<file path="config.mk">
export PLATFORM = sky130hd
export DESIGN_NAME = ram_fifo_ctrl
export DESIGN_NICKNAME = d
export VERILOG_FILES = /design/src/rtl/ap3_ram_pkg.sv /design/src/rtl/ram_fifo_out_stage.sv /design/src/rtl/ram_fifo_ctrl.sv
export SDC_FILE = /design/constraint.sdc
export NUM_CORES = 1
export LEC_CHECK = 0
export ABC_AREA = 1
export CAP_MARGIN = 20
export CORE_MARGIN = 3
export CORE_UTILIZATION = 30
export DETAILED_ROUTE_END_ITERATION = 12
export SLEW_MARGIN = 30
export SYNTH_ARGS = -nofsm -noshare
export SYNTH_HDL_FRONTEND = slang
export SYNTH_SLANG_ARGS = --single-unit
</file>
<file path="constraint.sdc">
create_clock -name clk -period 5.73 [get_ports clk]
set_input_delay 1.146 -clock clk [delete_from_list [all_inputs] [get_ports clk]]
set_output_delay 1.146 -clock clk [all_outputs]
set_load 0.005 [all_outputs]
</file>
<file path="src/rtl/ap3_ram_pkg.sv">
// AP3 RAM macro port widths, width-mode encodings and a FIFO depth helper.
package ap3_ram_pkg;
  localparam int RAM_AW = 11;
  localparam int RAM_DW = 32;

  typedef enum logic [1:0] {
    MODE_X32 = 2'b00,
    MODE_X16 = 2'b01,
    MODE_X8  = 2'b10
  } ram_mode_t;

  function automatic int fifo_depth(input int aw);
    return 1 << aw;
  endfunction
endpackage

</file>
<file path="src/rtl/ram_fifo_out_stage.sv">
// Two-entry FWFT skid buffer (head + skid): captured word is visible on head the next cycle.
// Never refuses a write; the caller keeps occupancy plus reads in flight at or below two.
module ram_fifo_out_stage
  import ap3_ram_pkg::*;
#(
  parameter int DATA_W = 32
) (
  input  logic              clk,
  input  logic              rst,
  input  logic              wr_en,
  input  logic [DATA_W-1:0] wr_data,
  input  logic              rd_en,
  output logic [DATA_W-1:0] head,
  output logic [1:0]        occ
);
  logic [DATA_W-1:0] skid;

  always_ff @(posedge clk or posedge rst) begin
    if (rst) begin
      head <= '0;
      skid <= '0;
      occ  <= 2'd0;
    end else begin
      case (occ)
        2'd0: begin
          if (wr_en) begin
            head <= wr_data;
            occ  <= 2'd1;
          end
        end
        2'd1: begin
          case ({wr_en, rd_en})
            2'b10: begin
              skid <= wr_data;
              occ  <= 2'd2;
            end
            2'b11:   head <= wr_data;
            2'b01:   occ  <= 2'd0;
            default: ;
          endcase
        end
        default: begin
          // Full: a pop promotes the skid word; a simultaneous capture refills skid.
          if (rd_en) begin
            head <= skid;
            if (wr_en) skid <= wr_data;
            else       occ  <= 2'd1;
          end
        end
      endcase
    end
  end
endmodule

</file>
<file path="src/rtl/ram_fifo_ctrl.sv">
// Soft FIFO controller over the AP3 RAM in plain RAM mode with a FWFT output stage.
// Push-to-out_valid latency 3 cycles; in_ready = ~full, pushes while full are dropped and flagged.
module ram_fifo_ctrl
  import ap3_ram_pkg::*;
#(
  parameter int ADDR_W   = 9,
  parameter int DATA_W   = 32,
  parameter int AF_LEVEL = 500,
  parameter int AE_LEVEL = 4
) (
  input  logic                clk,
  input  logic                rst,
  input  logic                in_valid,
  input  logic [DATA_W-1:0]   in_data,
  output logic                in_ready,
  output logic                out_valid,
  output logic [DATA_W-1:0]   out_data,
  input  logic                out_ready,
  output logic                almost_full,
  output logic                almost_empty,
  output logic [ADDR_W+1:0]   total_count,
  output logic                overflow,
  output logic [RAM_AW-1:0]   ram_waddr,
  output logic [RAM_DW-1:0]   ram_wdata,
  output logic                ram_wen,
  output logic [RAM_AW-1:0]   ram_raddr,
  output logic                ram_ren,
  input  logic [RAM_DW-1:0]   ram_rdata
);
  localparam int DEPTH = fifo_depth(ADDR_W);

  logic [ADDR_W-1:0] wptr, rptr;
  logic [ADDR_W:0]   ram_count, ram_count_nxt;
  logic              inflight, full, wr_acc, pop;
  logic [1:0]        out_occ;
  logic [2:0]        out_occ_nxt;
  logic [ADDR_W+1:0] total_nxt;

  assign full     = (ram_count == (ADDR_W+1)'(DEPTH));
  assign in_ready = ~full;
  assign wr_acc   = in_valid & ~full & ~rst;
  assign pop      = out_valid & out_ready;

  // Output-stage occupancy after this cycle's capture and pop; a new read may
  // only issue if its word will still have a slot when it lands.
  assign out_occ_nxt = {1'b0, out_occ} + {2'b00, inflight} - {2'b00, pop};
  assign ram_ren     = ~rst & (ram_count != '0) & (out_occ_nxt < 3'd2);

  assign ram_wen   = wr_acc;
  assign ram_waddr = RAM_AW'(wptr);
  assign ram_wdata = RAM_DW'(in_data);
  assign ram_raddr = RAM_AW'(rptr);

  assign ram_count_nxt = ram_count + (ADDR_W+1)'(wr_acc) - (ADDR_W+1)'(ram_ren);
  assign total_nxt     = (ADDR_W+2)'(ram_count_nxt) + (ADDR_W+2)'(ram_ren)
                       + (ADDR_W+2)'(out_occ_nxt);

  always_ff @(posedge clk or posedge rst) begin
    if (rst) begin
      wptr         <= '0;
      rptr         <= '0;
      ram_count    <= '0;
      inflight     <= 1'b0;
      overflow     <= 1'b0;
      almost_full  <= 1'b0;
      almost_empty <= 1'b1;
      total_count  <= '0;
    end else begin
      if (wr_acc)  wptr <= wptr + 1'b1;
      if (ram_ren) rptr <= rptr + 1'b1;
      ram_count    <= ram_count_nxt;
      inflight     <= ram_ren;
      overflow     <= in_valid & full;
      almost_full  <= (ram_count_nxt >= (ADDR_W+1)'(AF_LEVEL));
      almost_empty <= (total_nxt <= (ADDR_W+2)'(AE_LEVEL));
      total_count  <= total_nxt;
    end
  end

  ram_fifo_out_stage #(.DATA_W(DATA_W)) u_out_stage (
    .clk     (clk),
    .rst     (rst),
    .wr_en   (inflight),
    .wr_data (ram_rdata[DATA_W-1:0]),
    .rd_en   (pop),
    .head    (out_data),
    .occ     (out_occ)
  );

  assign out_valid = (out_occ != 2'd0);
endmodule
</file>
* Word-level counts from Yosys, hierarchy flattened
Index checks and enable logic that the tools add are counted.
Cells by class: multiplexer cells 12, bitwise operators 9, order comparisons 3, reductions and logical operators 9, equal/unequal tests 10, $add $sub $neg 8
Operators with widths (count):
- $mux W32 | 5
- $pmux W32 S2 | 2
- $add A9 B1 Y9 const B | 2
- $add A10 B1 Y11 | 1
- $add A11 B3 Y11 | 1
- $le A11 B3 Y1 const B | 1
- $add A10 B1 Y10 | 1
- $eq A10 B10 Y1 const B | 1
- $ge A10 B9 Y1 const B | 1
- $reduce_bool A10 Y1 | 1
- $sub A10 B1 Y10 | 1
- $pmux W2 S2 | 2
- $reduce_and A4 Y1 | 2
- $and A1 B1 Y1 | 6
- $mux W2 | 3
- $ne A2 B2 Y1 const B | 3
- $reduce_bool A2 Y1 | 3
- $eq A2 B1 Y1 const B | 2
- $eq A2 B2 Y1 const B | 2
- $add A2 B1 Y3 | 1
- $lt A3 B2 Y1 const B | 1
- $ne A3 B1 Y1 const B | 1
- $ne A3 B3 Y1 const B | 1
- $not A1 Y1 | 3
- 4 further kinds | 4
Storage, ports and cells: output and inout port bits 104, input port bits 68, register bits after elaboration 109

* Logic depth before layout (Yosys ltp)
Gate-level depths: netlist (run 1).
word-level depth 9, mapped depth 31, mapped depth without buffers 30

* By module
Synthesis (run 1) repeated with hierarchy kept, for this count alone.
Unflattened totals: cells, all modules 736, area, all modules 5883.1 µm²
Modules (own cells, without submodules):
- ram_fifo_out_stage | seq. area each 1651.6 µm², cells each 399, area each 3080.5 µm², instances 1
- ram_fifo_ctrl | seq. area each 1077.3 µm², cells each 337, area each 2802.7 µm², instances 1

* Least setup slack after synthesis (run 1)
OpenSTA, ideal clock, no wires.
kind in2reg, start point in rst, end point reg almost_empty, setup slack -0.623 ns, path buffers 0, data required time 5.666 ns, cell stages on the path 21, arrival 6.288 ns, setup time 0.064 ns, cells stage by stage inv_1 nand3_1 inv_1 ha_1 inv_1 fa_1 xnor2_1 ha_1 nand2_1 inv_1 nand2_1 nand3_1 nand3_1 nand2_1 nor2_1 nand2_1 nor2_1 nand2_1 nor2_1 nand2_1 nor2_2
On the way: word-level cells in the longest chain between the ends 7, elaborated cells on any way between the ends 9
Ends and longest elaborated chain:
- from (decl) | line ram_fifo_ctrl.sv:12 | input logic rst,
- $not A1 Y1 | line ram_fifo_ctrl.sv:41 | assign wr_acc = in_valid & ~full & ~rst;
- $and A1 B1 Y1 | line ram_fifo_ctrl.sv:41
- via ram_wen | line ram_fifo_ctrl.sv:25 | output logic ram_wen,
- $add A10 B1 Y10 | line ram_fifo_ctrl.sv:54 | assign ram_count_nxt = ram_count + (ADDR_W+1)'(wr_acc) - (ADDR_W+1)'(ram_ren);
- $sub A10 B1 Y10 | line ram_fifo_ctrl.sv:54
- via ram_count_nxt[2] | line ram_fifo_ctrl.sv:33 | logic [ADDR_W:0] ram_count, ram_count_nxt;
- $add A10 B1 Y11 | line ram_fifo_ctrl.sv:55 | assign total_nxt = (ADDR_W+2)'(ram_count_nxt) + (ADDR_W+2)'(ram_ren)
- $add A11 B3 Y11 | line ram_fifo_ctrl.sv:56 | + (ADDR_W+2)'(out_occ_nxt);
- via total_nxt[3] | line ram_fifo_ctrl.sv:37 | logic [ADDR_W+1:0] total_nxt;
- $le A11 B3 Y1 | line ram_fifo_ctrl.sv:75 | almost_empty <= (total_nxt <= (ADDR_W+2)'(AE_LEVEL));
- to (signal assigned) | line ram_fifo_ctrl.sv:75
- to (decl) | line ram_fifo_ctrl.sv:20 | output logic almost_empty,
The timed path passes the listed nets, and every way through them passes these cells. A chain may end at the register's enable or synchronous reset.

* Final worst setup path (run 1)
start point in out_ready, end point reg almost_empty
On the way: word-level cells in the longest chain between the ends 8
Ends and longest elaborated chain:
- from (decl) | line ram_fifo_ctrl.sv:18 | input logic out_ready,
- $and A1 B1 Y1 | line ram_fifo_ctrl.sv:42 | assign pop = out_valid & out_ready;
- $sub A3 B1 Y3 | line ram_fifo_ctrl.sv:46 | assign out_occ_nxt = {1'b0, out_occ} + {2'b00, inflight} - {2'b00, pop};
- $lt A3 B2 Y1 | line ram_fifo_ctrl.sv:47 | assign ram_ren = ~rst & (ram_count != '0) & (out_occ_nxt < 3'd2);
- $and A1 B1 Y1 | line ram_fifo_ctrl.sv:47
- $sub A10 B1 Y10 | line ram_fifo_ctrl.sv:54
- via ram_count_nxt[2] | line ram_fifo_ctrl.sv:33
- $add A10 B1 Y11 | line ram_fifo_ctrl.sv:55
- $add A11 B3 Y11 | line ram_fifo_ctrl.sv:56
- via total_nxt[7] | line ram_fifo_ctrl.sv:37
- $le A11 B3 Y1 | line ram_fifo_ctrl.sv:75
The timed path passes the listed nets, and every way through them passes these cells.

==> results.yml, run 1 <==
floorplan:
  rows: 49
  die_h_um: 143
  fp.dieW_um: 143
  initial_core_util_pct: 30.9
  die_area_sq_um: 20400
  io_pins: 172
  design.core.area_sq_um: 18100
cells_and_area:
  multi_input_area_sq_um: 2360
  fin_util_pct: 38.8
  register_area_sq_um: 2730
  fin_nets: 763
  area_growth_pct: 25.3
  fill_cells: 1822
  diodes: 0
  drive_gt1_share_pct: 15.1
worst_setup_path:
  reg2reg_slack_ps: 1390
  critical_path_required_ps: 6030
  critPathSlowestCell: "clkdlybuf4s50_1"
  path_class: "input pin to flip-flop"
  cp_data_arrival_time_ps: 5570
  critPathMaxFanout: 4
  start_kind: "input pin"
  cp-end-kind: "flip-flop"
  max_stage_delay_ps: 480
clocking:
  root_buffer: "clkbuf_16"
  cts_tree: "yes"
  cts-resized-gates: 0
  cts.sinks: 109
  clk_latency_ps: 350
  cts_buffers: 9
  clk_pin_slew_ps: 80
  hold_buffers: 0
  htree_levels: 3
  post_cts_buffers: 0
  clockBufferDepth: 2
yosys:
  synth-edff-count: 0
  synth_top_area_share_pct: 48.1
  synth.most_common_cell: "nand2_1"
  syn_inst: 594
  ys_types: 36
  syn-mean-instance-area_sq_um: 9.45
  syn-cell-area_sq_um: 5610
  synth_area_leader_cell: "dfrtp_1"
  synth_seq_cells: 109
  yosysWarningCount: 0
  synthTopCellsByCount: "130 x nand2_1, 108 x dfrtp_1, 51 x inv_1, 51 x nor2_1, 36 x buf_4"
  yosysSeqAreaShare_pct: 48.6
  yosys_most_used_dff: "dfrtp_1"
  synth_area_leaders: "dfrtp_1 48%, nand2_1 8.7%, mux2_2 6.4%, buf_4 4.8%, ha_1 4.5%"
  synth-async-reset-ratio_pct: 100
timing:
  rsz0062_at_grt: "false"
  hold_viol_final: 0
  maxSlewHeadroom_pct: 52.4
  clock_skew_ps: 8.55
  max_freq_ghz: 0.190
  maxSlewViolCount: 0
  tns_ps: 0
  post-route-period-util_pct: 92.0
  finalWorstPathRequiredPeriod_ps: 5270
  setup_violations: 0
  worst_slew_pin_slew_ps: 714
power:
  clkPwrFrac_pct: 14.0
  intPower_mw: 2.74
  power_switching_mw: 2.05
  peakVddDrop_uv: 310
  p_sw_share_pct: 42.8
  seqPwrFrac_pct: 28.6
  p_comb_share_pct: 57.5
  power_density_nw_per_um2: 680
  leakage_nw: 3.22
global_route:
  overflow: 0
  grt_pass1_vias: 4083
  grt_use_total_pct: 12.6
  grt_max_degree: 65
  antenna_found_initial: 0
  grt_pass1_wl_mm: 20.5
drt:
  vias: 4034
  wl_per_cell_um: 13.5
  drcViolationCount: 0
  final_antenna_net_count: 0
  via_per_inst: 4.46
  drt-pass1-iter-count: 6
  drt-initial-drc-count: 191
  totalWireLength_mm: 12.3
run:
  cap_violations: 0
run_status:
  status: "finished, final reports clean"
place:
  hpwl_mm: 8.61
  port_buffers: 103
  place.gp.congestion: 0.817
min_path:
  hold_path.class: "flip-flop to flip-flop"
## power groups by stage
| stage | clock, mW | combinational [mW] | sequential (mW) |
|---|---|---|---|
| 2_1_floorplan | 0 | 1.82 | 1.36 |
| 5_1_grt | 0.726 | 3.17 | 1.42 |
| 4_1_cts | 0.694 | 2.76 | 1.37 |
| 3_5_place_dp | 0 | 2.74 | 1.38 |
| 6_report | 0.669 | 2.75 | 1.37 |
| 3_3_place_gp | 0 | 2.74 | 1.38 |
## registers in the layout, summed over array words and instances (netlist names)
register and cells:
total_count 11, almost_full 1, ram_count 10, u_out_stage.occ 2
inflight 1, overflow 1, u_out_stage.head 32, almost_empty 1
rptr 9, u_out_stage.skid 32, wptr 9
## through the flow
stage / instances / area (sq um) / hold WS, ps / total power, mW / setup slack (ps)
final: 905 / 7040 / 471 / 4.79 / 461
after global routing: 905 / 7040 / 503 / 5.31 / 48.7
after CTS: 905 / 7010 / 471 / 4.83 / 346
after detailed placement: 889 / 6690 / 461 / 4.12 / 10.1
after global placement: 889 / 6690 / 459 / 4.11 / 122
after floorplan: 597 / 5630 / 465 / 3.18 / 324
## cell type report
type / instances / area share (%)
Sequential cell: 109 / 38.8
Multi-Input combinational cell: 378 / 33.5
Timing Repair Buffer: 115 / 15.9
Tap cell: 229 / 4.07
Clock buffer: 9 / 3.20
Inverter: 58 / 3.17
Clock inverter: 7 / 1.33
## layer usage
metal	up-vias	GRT usage [%]	wire length (um)	part of all wire, %
met3	13	3.72	649	5.3
met2	85	20.1	5480	45
met5	-	0	0	0
li1	2031	-	-	-
met1	1905	16.8	5980	49
met4	0	3.60	146	1.2
## path summary, 6_finish.rpt
kind / cells past startpoint / from / endpoint
min in group asynchronous: 3 / rst / wptr[5]
max: 30 / out_ready / almost_empty
min reg2reg: 1 / rptr[8] / rptr[8]
max in group asynchronous: 4 / rst / ram_count[3]
min: 1 / rptr[8] / rptr[8]
max reg2reg: 28 / u_out_stage.occ[0] / almost_empty
## worst max-delay path: cells and delay by family
family                     cells  cell delay (ps)
AOI/OAI and AO/OA              1              140
xor gates and xnor gates       2              460
adders and majority gates      6             1740
buffers and inverters          7              840
and+or+nand+nor               14             1240
## kinds of logic after synthesis
kind of cell	count (synthesis)	synth area share, %
and+or+nand+nor	250	20.4
buffers and inverters	110	10.1
DFF	109	48.6
AOI/OAI and AO/OA	48	5.30
muxes	32	6.42
adders and majority gates	24	5.88
xor gates and xnor gates	20	3.25
other	1	0.0668
## cell usage in the layout, fill, tap and decap left out, drive strengths merged, types with 6 or more instances in the layout
cell type      synthesis  layout
nand4                  6       6
mux2                  32      32
ha                    20      20
a31oi                 32      32
nor2                  59      59
buf                   43      12
inv                   57      58
nand3                 33      33
o21ai                  7       7
clkdlybuf4s50          0     103
dfrtp                108     108
xor2                  12      12
nand2                144     144
clkbuf                 9       9
xnor2                  8       8
Note: power is estimated with default switching activity, not from simulation.
==> inputs of run 2 (changes only) <==
CTS_CLUSTER_DIAMETER = 100   (was unset)
REMOVE_ABC_BUFFERS = 1   (was unset)
==> results.yml, run 2 (synthesized netlist as in run 1, its figures left out) <==
timing:
  maxSlewHeadroom_pct: 48.1
  hold_viol_final: 0
  post-route-period-util_pct: 92.6
  max_freq_ghz: 0.188
  timing.final.ws_setup_ps: 424
  worst_slew_pin_slew_ps: 778
  maxSlewViolCount: 0
  setup_violations: 0
  clock_skew_ps: 6.23
  rsz0062_at_grt: "false"
  finalWorstPathRequiredPeriod_ps: 5310
drt:
  final_antenna_net_count: 0
  wl_per_cell_um: 14.8
  via_per_inst: 4.44
  drt-pass1-iter-count: 4
  vias: 4017
  drt-initial-drc-count: 212
  drcViolationCount: 0
  totalWireLength_mm: 13.4
place:
  dp.cells: 889
  post-place-ws_ps: 64.1
  hpwl_mm: 9.60
  port_buffers: 103
  place.gp.congestion: 0.857
worst_setup_path:
  crit_end: "almost_empty"
  crit_top_cell: "inv_1"
  rr_endpoint: "almost_empty"
  critPathMaxFanout: 4
  start_kind: "input pin"
  reg2reg_depth: 28
  cp-end-kind: "flip-flop"
  cp-startpoint: "out_ready"
  max_stage_delay_ps: 480
  cp_data_arrival_time_ps: 5590
  critPathSlowestCell: "clkdlybuf4s50_1"
  reg2reg_slack_ps: 1350
  reg2reg_from: "u_out_stage.occ[0]"
  critical_path_required_ps: 6020
  path_class: "input pin to flip-flop"
floorplan:
  fp.dieW_um: 143
  rows: 49
  design.core.area_sq_um: 18100
  io_pins: 172
  initial_core_util_pct: 30.9
  die_h_um: 143
  die_area_sq_um: 20400
global_route:
  antenna_found_initial: 0
  grt_pass1_wl_mm: 21.6
  overflow: 0
  grt_pass1_vias: 3953
  grt_use_total_pct: 13.5
  grt_max_degree: 63
clocking:
  cts_tree: "yes"
  clockBufferDepth: 2
  htree_levels: 3
  cts-resized-gates: 0
  post_cts_buffers: 0
  clk_pin_slew_ps: 70
  cts.sinks: 109
  hold_buffers: 0
  cts_buffers: 9
  clk_latency_ps: 350
  root_buffer: "clkbuf_16"
cells_and_area:
  reg_top3: "u_out_stage.head x32, u_out_stage.skid x32, total_count x11"
  instances_no_fill: 905
  drive_gt1_share_pct: 14.2
  final_cell_mix: "130 x nand2_1, 108 x dfrtp_1, 103 x clkdlybuf4s50_1, 51 x nor2_1, 50 x inv_1"
  area_growth_pct: 24.8
  final_common_cell: "nand2_1"
  fin_nets: 763
  diodes: 0
run_status:
  status: "finished, final reports clean"
power:
  peakVddDrop_uv: 340
  totalPowerFinal_mw: 4.71
  power_density_nw_per_um2: 672
  leakage_nw: 3.22
min_path:
  hold_path.class: "flip-flop to flip-flop"
run:
  cap_violations: 0
-- run 2: cell types whose count changed in the layout (fill, tap and decap cells not counted), sizes merged --
cell | before | now
bufinv | 1 | 2
clkbuf | 9 | 13
clkinv | 4 | 1
clkinvlp | 2 | 0
-- run 2: worst max-delay path: cells and delay by family --
| kind | cells | cell delay [ps] |
|---|---|---|
| AO/OA/AOI/OAI | 1 | 160 |
| XOR/XNOR | 1 | 160 |
| adder cells (fa/ha/maj) | 6 | 1790 |
| buffers and inverters | 8 | 910 |
| AND/OR/NAND/NOR | 14 | 1410 |
-- run 2: where the power goes --
part	internal, mW	switching [mW]
Combinational	1.17	1.49
Sequential	1.16	0.204
Clock	0.398	0.284
Total	2.73	1.98
-- run 2: area by class of cell --
| cell class | instances | area, sq um |
|---|---|---|
| Inverter | 58 | 221 |
| Sequential cell | 109 | 2730 |
| Timing Repair Buffer | 115 | 1120 |
| Fill cell | 1812 | 11100 |
| Clock buffer | 13 | 250 |
| Clock inverter | 3 | 68.8 |
| Multi-Input combinational cell | 378 | 2330 |
| Tap cell | 229 | 287 |
-- run 2: how the worst min path moves through the flow --
stage                        from      end  slack [ps]  depth (start not counted)
after floorplan           rptr[8]  rptr[8]         460                          1
after global placement    rptr[8]  rptr[8]         460                          1
after detailed placement  rptr[8]  rptr[8]         460                          1
after CTS                 rptr[8]  rptr[8]         470                          1
after global routing      rptr[8]  rptr[8]         500                          1
final                     rptr[8]  rptr[8]         470                          1
-- run 2: layer usage --
layer  share of wire (%)  up-vias  global-route usage (%)
met3                 8.7       11                    5.66
met4                 1.3        0                    4.05
met1                  49     1852                    18.8
met2                  41      116                    18.9
li1                    -     2038                       -
met5                   0        -                   0.957
-- run 2: through the flow --
step | setup TNS (ps) | cell area (sq um) | hold slack [ps] | utilization (%)
after floorplan | -3610 | 5280 | 465 | -
after global placement | 0 | 6690 | 460 | 36.9
after detailed placement | 0 | 6690 | 461 | 36.9
after CTS | 0 | 7010 | 474 | 38.6
after global routing | 0 | 7010 | 497 | 38.6
final | 0 | 7010 | 469 | 38.6
==> inputs of run 3 (changes only) <==
clock period = 6.7 ns   (was 5.73 ns; I/O delays follow)
==> results.yml, run 3 (synthesized netlist as in run 1, its figures left out) <==
timing:
  fin_hold_ws_ps: 476
  worst_slew_pin_slew_ps: 851
  maxSlewViolCount: 0
  clock_skew_ps: 7.10
  post-route-period-util_pct: 87.1
  finalWorstPathRequiredPeriod_ps: 5840
  hold_viol_final: 0
  setup_violations: 0
  max_freq_ghz: 0.171
  timing.final.ws_setup_ps: 863
  maxSlewHeadroom_pct: 43.2
  tns_ps: 0
  rsz0062_at_grt: "false"
clocking:
  cts.sinks: 109
  cts_tree: "yes"
  clk_latency_ps: 350
  cts_buffers: 9
  post_cts_buffers: 0
  hold_buffers: 0
  clockBufferDepth: 2
  clk_pin_slew_ps: 70
  cts-resized-gates: 0
  htree_levels: 3
  root_buffer: "clkbuf_16"
worst_setup_path:
  critical_path_required_ps: 6990
  start_kind: "input pin"
  critPathMaxFanout: 5
  cp-end-kind: "flip-flop"
  cp_data_arrival_time_ps: 6120
  max_stage_delay_ps: 540
  critPathSlowestCell: "clkdlybuf4s50_1"
  path_class: "input pin to flip-flop"
run:
  cap_violations: 0
floorplan:
  io_pins: 172
  fp.dieW_um: 143
  design.core.area_sq_um: 18100
  die_h_um: 143
  rows: 49
  initial_core_util_pct: 30.9
  die_area_sq_um: 20400
power:
  leakage_nw: 3.19
  p_comb_share_pct: 56.2
  p_sw_share_pct: 42.2
  seqPwrFrac_pct: 29.0
  power_switching_mw: 1.69
  power_density_nw_per_um2: 576
  intPower_mw: 2.32
  peakVddDrop_uv: 322
  clkPwrFrac_pct: 14.8
  totalPowerFinal_mw: 4.01
global_route:
  grt_pass1_vias: 3921
  grt_max_degree: 65
  overflow: 0
  antenna_found_initial: 0
  grt_pass1_wl_mm: 21.4
  grt_use_total_pct: 13.4
cells_and_area:
  final_common_cell: "nand2_1"
  final_cell_mix: "130 x nand2_1, 108 x dfrtp_1, 103 x clkdlybuf4s50_1, 51 x nor2_1, 50 x inv_1"
  fin_util_pct: 38.4
  area_growth_pct: 24.2
  reg_top3: "u_out_stage.head x32, u_out_stage.skid x32, total_count x11"
  fill_cells: 1790
  drive_gt1_share_pct: 13.6
  fin_area_sq_um: 6970
  fin_nets: 756
  instances_no_fill: 898
  diodes: 0
drt:
  vias: 4026
  wl_per_cell_um: 14.9
  drt-initial-drc-count: 195
  final_antenna_net_count: 0
  via_per_inst: 4.48
  drcViolationCount: 0
  drt-pass1-iter-count: 4
  totalWireLength_mm: 13.3
min_path:
  hold_path.class: "flip-flop to flip-flop"
place:
  post-place-ws_ps: 420
  port_buffers: 103
  placed_cell_area_sq_um: 6640
  place.gp.congestion: 0.845
  dp.cells: 882
  hpwl_mm: 9.59
run_status:
  status: "finished, final reports clean"
## run 3: final timing paths
kind | slack, ps | end | start | depth (start not counted)
setup / recovery | 860 | almost_empty | out_ready | 31
hold / removal | 480 | rptr[8] | rptr[8] | 1
setup reg to reg | 1710 | almost_empty | u_out_stage.occ[1] | 30
hold reg to reg | 480 | rptr[8] | rptr[8] | 1
max in group asynchronous | 3710 | u_out_stage.skid[12] | rst | 4
min in group asynchronous | 1700 | u_out_stage.head[26] | rst | 3
## run 3: layer usage
layer	vias up	wire length, um	global-route usage (%)
met4	0	174	4.20
met2	128	5550	18.7
met5	-	0	0.957
met1	1865	6450	18.7
li1	2020	-	-
met3	13	1160	5.63
## run 3: area by class of cell
cell class	instances	area [sq um]	area share, %
Multi-Input combinational cell	378	2330	33.5
Timing Repair Buffer	108	1070	15.3
Clock buffer	12	256	3.68
Inverter	58	221	3.18
Tap cell	229	287	4.11
Sequential cell	109	2730	39.1
Clock inverter	4	77.6	1.11
## run 3: power by group through the flow
stage               Combinational (mW)  Sequential [mW]  Clock, mW
detailed placement                2.29             1.18          0
global placement                  2.26             1.17          0
global route                      2.58             1.21      0.641
floorplan                         1.50             1.18          0
finish                            2.26             1.16      0.594
CTS                               2.30             1.17      0.619
## run 3: critical path, delay by kind of cell
kind / cells / cell delay [ps]
xor+xnor: 1 / 250
fa+ha+maj: 6 / 1770
simple gates: 15 / 1520
compound gates: 1 / 170
buf+inv: 8 / 1060
